**config.mk**
```make
export PLATFORM = sky130hd
export DESIGN_NAME = util_puf_emulator
export DESIGN_NICKNAME = d
export VERILOG_FILES = /design/src/rtl/util_puf_emulator.sv
export SDC_FILE = /design/constraint.sdc
export NUM_CORES = 1
export LEC_CHECK = 0
export CORE_AREA = 3 3 81 98
export DETAILED_ROUTE_END_ITERATION = 16
export DIE_AREA = 0 0 84 101
export PLACE_DENSITY = 0.73
export SLEW_MARGIN = 40
export SYNTH_ARGS = -nofsm -noshare
export SYNTH_HDL_FRONTEND = slang
export SYNTH_SLANG_ARGS = --single-unit
```
**constraint.sdc**
```tcl
create_clock -name aclk -period 4.73 [get_ports aclk]
set_clock_uncertainty 0.2 [all_clocks]
set_input_delay 0.473 -clock aclk [delete_from_list [all_inputs] [get_ports aclk]]
set_output_delay 0.473 -clock aclk [all_outputs]
set_load 0.02 [all_outputs]
```
**src/rtl/util_puf_emulator.sv**
```systemverilog
// Deterministic PUF stand-in: a seeded Galois LFSR is folded into an 8-bit response.
// Latency: puf_valid pulses EVAL_CYCLES+1 cycles after the accepting edge.
// Backpressure: puf_w is ignored while puf_busy=1; requests are never queued.
module util_puf_emulator #(
    parameter logic [31:0] SEED        = 32'hA5C31E77,
    parameter int          EVAL_CYCLES = 16
) (
    input  logic       aclk,
    input  logic       arstn,
    input  logic [7:0] puf_sela,
    input  logic [7:0] puf_selb,
    input  logic       puf_w,
    output logic [7:0] puf_data,
    output logic       puf_valid,
    output logic       puf_busy
);
    localparam logic [31:0] TAPS     = 32'h80200003;
    localparam logic [15:0] CNT_INIT = 16'(EVAL_CYCLES - 1);

    typedef enum logic [1:0] {IDLE, EVAL, DONE} state_t;

    state_t      state;
    logic [31:0] lfsr;
    logic [7:0]  acc;
    logic [15:0] cnt;
    logic [7:0]  sela_q;
    logic [7:0]  selb_q;

    logic [31:0] seed_mix;
    logic [31:0] seed_load;
    logic [31:0] lfsr_next;
    logic [7:0]  acc_next;

    // An all-zero LFSR would lock up, so that one mix value is remapped to 1.
    assign seed_mix  = SEED ^ {puf_sela, puf_selb, ~puf_sela, ~puf_selb};
    assign seed_load = (seed_mix == 32'h0) ? 32'h1 : seed_mix;
    assign lfsr_next = lfsr[0] ? ((lfsr >> 1) ^ TAPS) : (lfsr >> 1);
    assign acc_next  = {acc[6:0], acc[7]} ^ lfsr_next[7:0];

    always_ff @(posedge aclk or negedge arstn) begin
        if (!arstn) begin
            state     <= IDLE;
            lfsr      <= 32'h0;
            acc       <= 8'h00;
            cnt       <= 16'h0;
            sela_q    <= 8'h00;
            selb_q    <= 8'h00;
            puf_data  <= 8'h00;
            puf_valid <= 1'b0;
            puf_busy  <= 1'b0;
        end else begin
            case (state)
                IDLE: begin
                    puf_valid <= 1'b0;
                    if (puf_w) begin
                        sela_q   <= puf_sela;
                        selb_q   <= puf_selb;
                        acc      <= 8'h00;
                        cnt      <= CNT_INIT;
                        lfsr     <= seed_load;
                        puf_busy <= 1'b1;
                        state    <= EVAL;
                    end
                end
                EVAL: begin
                    lfsr <= lfsr_next;
                    acc  <= acc_next;
                    cnt  <= cnt - 16'h1;
                    if (cnt == 16'h0) begin
                        state <= DONE;
                    end
                end
                DONE: begin
                    puf_data  <= (sela_q == selb_q) ? 8'h00 : acc;
                    puf_valid <= 1'b1;
                    puf_busy  <= 1'b0;
                    state     <= IDLE;
                end
                default: begin
                    state    <= IDLE;
                    puf_busy <= 1'b0;
                end
            endcase
        end
    end
endmodule
```
======== Word level (Yosys, flattened, before mapping) ========
Index checks and enable logic that the tools add are counted.
storage, ports and cells
  bits in registers ....................... 84
  input port bits ......................... 19
  output and inout bits ................... 10
  logic and storage cells ................. 45
operators by class
  $add $sub $neg .......................... 1
  equality and inequality tests ........... 5
  muxes and demuxes ....................... 15
  bitwise operators ....................... 6
  reductions and logical operators ........ 9
operator list
  cell                                                                   count
  32-bit 2-to-1 mux                                                      3
  32-bit one-hot mux with 2 select lines                                 1
  32-bit zero test                                                       1
  16-bit one-hot mux with 2 select lines                                 1
  18-bit NOT                                                             1
  16-bit zero test                                                       1
  16-bit 2-to-1 mux                                                      1
  8-bit 2-to-1 mux                                                       2
  8-bit NOT                                                              2
  8-bit one-hot mux with 2 select lines                                  1
  16-bit by 1-bit subtractor with 16-bit output, second input constant   1
  8-bit equality test                                                    1
  2-bit AND reduction                                                    4
  8-bit XOR                                                              1
  2-bit 2-to-1 mux                                                       2
  2-bit != test, second input constant                                   2
  3-bit NOT with 4-bit output                                            1
  1-bit one-hot mux with 2 select lines                                  2
  2-bit one-hot mux with 2 select lines                                  1
  2-bit nonzero test                                                     2
  2-bit by 1-bit equality test with 1-bit output, second input constant  1
  2-bit equality test, second input constant                             1
  2-bit zero test                                                        1
  1-bit 2-to-1 mux                                                       1
  1-bit NOT                                                              1

======== Depth between registers and ports, before layout ========
  word-level depth ........................ 6
  mapped depth ............................ 6
  gate-level depth less buffers ........... 6

======== Worst setup path after synthesis ========
Ideal clock, no wire load.
  path type ............................... flip-flop to flip-flop
  start point ............................. register cnt[8]
  end point ............................... register cnt[15]
  library setup time ...................... 134 ps
  arrival time ............................ 1703 ps
  data required time ...................... 4396 ps
  slack ................................... 2692 ps
  cell stages (with the launch flop) ...... 6
  path buffers ............................ 1
  clock period less this slack ............ 2038 ps
  path through ............................ dfrtp_1 -> or4_4 -> or3_1 -> buf_2 -> o311ai_2 -> o41ai_1
between the ends
  cells in the longest elaborated chain, start to end .. 2
RTL lines
  what                                           RTL line  text
  from (decl)                                    25        logic [15:0] cnt;
  from (signal assigned)                         68        cnt <= cnt - 16'h1;
  16-bit by 1-bit subtractor with 16-bit output  68
  16-bit one-hot mux with 2 select lines         52        case (state)
No other way between the ends.
A chain may end at the register's enable or synchronous reset.

======== Worst setup path after layout ========
  start point ............................. register cnt[0]
  end point ............................... register cnt[10]
Same word-level chain as after synthesis.

==> qor.csv <==
metric,value,unit
Post-Synth Adder-Cell Area,0.00356,
Post-Synth XOR/XNOR Area,0.0474,
Logic pwr share,0.178,
post-synthesis mux area share,0.0114,
DR vias/cell,5.82,
layout net count,356,
cell internal pwr,1460,uW
Pwr Total,2050,uW
ys flop type,dfrtp_1,
max frequency,0.401,GHz
type of destination of the critical path,flop,
Critical path origin,cnt[0]$_DFFE_PN0P_,
Die Wd,84,um
reg2reg end,cnt[10]$_DFFE_PN0P_,
GRT busiest layer,met2,
reg2reg path depth,6,
Synth Instances,310,
met1 usage,0.254,
"Avg Cell Area, Syn",11.3,um^2
Static Leakage,0.00184,uW
Initial Util,0.489,
P&R area growth vs syn,17.7,%
power density cells,497,mW/mm^2
Post-synth ARST share,1.00,
NetSw,597,uW
Post-DP HPWL,4590,um
Worst-path clk slew,0.08,ns
drt initial violations,161,
Hold Crit Class,flop to flop,
clk_lat worst skew,0.35,ns
Syn Nets,330,
Max Cap Viol,0,
grt ovf,0,
CP endpoint,cnt[10]$_DFFE_PN0P_,
H-tree levels,3,
RD Place Congestion,0.762,
Clk pwr share,0.281,
root buf cell,clkbuf_8,
DRC,0,
post-CTS sizing,0,
grt met3 use,0.0368,
RSZ-0062 raised after global routing,false,
Seq cells post-synth,84,
Flop pwr share,0.540,
status,completed,
Vias,2510,
clk sink count,84,
Reg2Reg Setup Slack,2.24,ns
drt first pass iters,4,
cts bufs inserted,9,
layout cells sized above 1,0.0762,
antenna violations before repair,0,
CP arrival,2.51,ns
CTS Buffer Depth,2,
Simple-Gate Fraction of Synth Area,0.135,
path type of the worst setup path,flop to flop,
Die ar.,0.00848,mm^2
minimum clock period,2.49,ns
Finish-stage setup viols,0,
"commonest cells after routing, fill and taps aside","dfrtp_1 (84), nand2_1 (48), clkdlybuf4s50_1 (27), a221o_1 (26), nor2_1 (16)",
Synth Area in Compound Gates,0.182,
setup TNS,0,ns
total wire length,7290,um
GR Util All Layers,0.183,
Slew Limit Fails,0,
setup bufs post-CTS,0,
Synth Warn #,0,
"Hold Vio Cnt, Final",0,
Netlist cell types,37,
CP startpoint kind,flop,
sequential-to-total area share from yosys stat,0.598,
cts hold-fix bufs,1,
switching part of the total,0.290,
core area,0.00719,mm^2
Wirelength per Cell,16.9,um
"Cell Area, Synth",0.00351,mm^2
largest net degree at the start of global routing,85,
largest family of logic cells by synthesized area,compound AO/OA/AOI/OAI gates,
Critical R2R Launch,cnt[0]$_DFFE_PN0P_,
"Req. time, crit path",4.74,ns
Post-synth EDFFs,0,
number of port buffers,28,
vias in the first global route,2456,
CTS tree,yes,
worst-margin pin slew,0.706,ns
Tcrit/Tclk final,0.527,
Slew HR,0.528,
CP Max Fanout,8,
"commonest non-fill, non-tap cell in the layout",dfrtp_1,
io pins,29,
met2 usage,0.282,
Max rail drop VDD,0.000221,V
first-pass GRT wire length,12200,um
Antenna diodes,0,
DIE HEIGHT,101,um
row count,34,
Routed Antenna Nets,0,
## cell families after synthesis
family,Yosys count
xor gates and xnor gates,19
DFF,84
buffers and inverters,21
muxes,4
AOI/OAI and AO/OA,79
and+or+nand+nor,102
adders and majority gates,1
## critical path, stage by stage, from the launching register on
cell	delay [ns]
dfrtp_1	0.39
inv_1	0.09
ha_1	0.21
nor4bb_1	0.60
nand3_1	0.36
o311ai_0	0.39
o41ai_1	0.13
## worst min path at each step
stage                                    start              endpoint  slack, ns  cells past startpoint
after floorplan                          arstn    acc[0]$_DFFE_PN0P_      -0.02                      0
after global placement    lfsr[30]$_DFFE_PN0P_  lfsr[30]$_DFFE_PN0P_       0.25                      2
after detailed placement  lfsr[30]$_DFFE_PN0P_  lfsr[30]$_DFFE_PN0P_       0.26                      2
after CTS                 lfsr[30]$_DFFE_PN0P_  lfsr[30]$_DFFE_PN0P_       0.28                      2
after global routing      lfsr[30]$_DFFE_PN0P_  lfsr[30]$_DFFE_PN0P_       0.30                      2
final                     lfsr[30]$_DFFE_PN0P_  lfsr[30]$_DFFE_PN0P_       0.28                      2
## registers in the layout, summed over array words and instances (netlist names)
signal and flops:
lfsr 32, cnt 16, acc 8, puf_data 8
sela_q 8, selb_q 8, state 2, puf_busy 1
puf_valid 1
## area by class of cell
cell class,count,area [um^2]
tap,90,113
timing repair buffer,33,334
multi-input combinational,205,1350
inverter,3,11.3
clock buffer,9,124
sequential,84,2100
clock inverter,7,104
fill,588,3060
## Yosys cell counts (4+ instances only)
master     n  area (um^2)
a22oi_1    5         37.5
o41ai_1    4         35.0
and2_1     6         37.5
a22o_1     8         70.1
o21ai_0   14         70.1
nand3_1   12         60.1
nand2_1   48          180
a21oi_1    4         20.0
a221o_1   26          260
nor4_1     4         25.0
nor2_1    17         63.8
mux2i_1    4         40.0
dfrtp_1   84         2100
xor2_1    11         96.3
buf_1      5         18.8
clkbuf_1  12         45.0
a21o_1     6         45.0
xnor2_1    8         70.1
## layer usage
layer,wire [um],up-vias
li1,-,1193
met1,3300,1237
met2,3510,65
met3,315,15
met4,167,0
met5,0,-
## stage by stage
stage	util	hold WS (ns)	worst slack, ns	cells	instance area (um^2)
global route	0.575	0.300	2.05	431	4130
detailed placement	0.539	0.263	2.17	413	3880
finish	0.575	0.279	2.24	431	4130
global placement	0.538	0.253	1.90	413	3870
CTS	0.572	0.282	2.23	430	4110
floorplan	-	-0.0226	2.69	310	3510
## power by group through the flow
stage                     Combinational, uW  Sequential (uW)  Clock (uW)
after detailed placement                366             1110           0
after global placement                  340             1110           0
after floorplan                         298             1050           0
after CTS                               370             1110         588
after global routing                    413             1140         622
final                                   366             1110         578
Power figures use the tool's default switching activity.
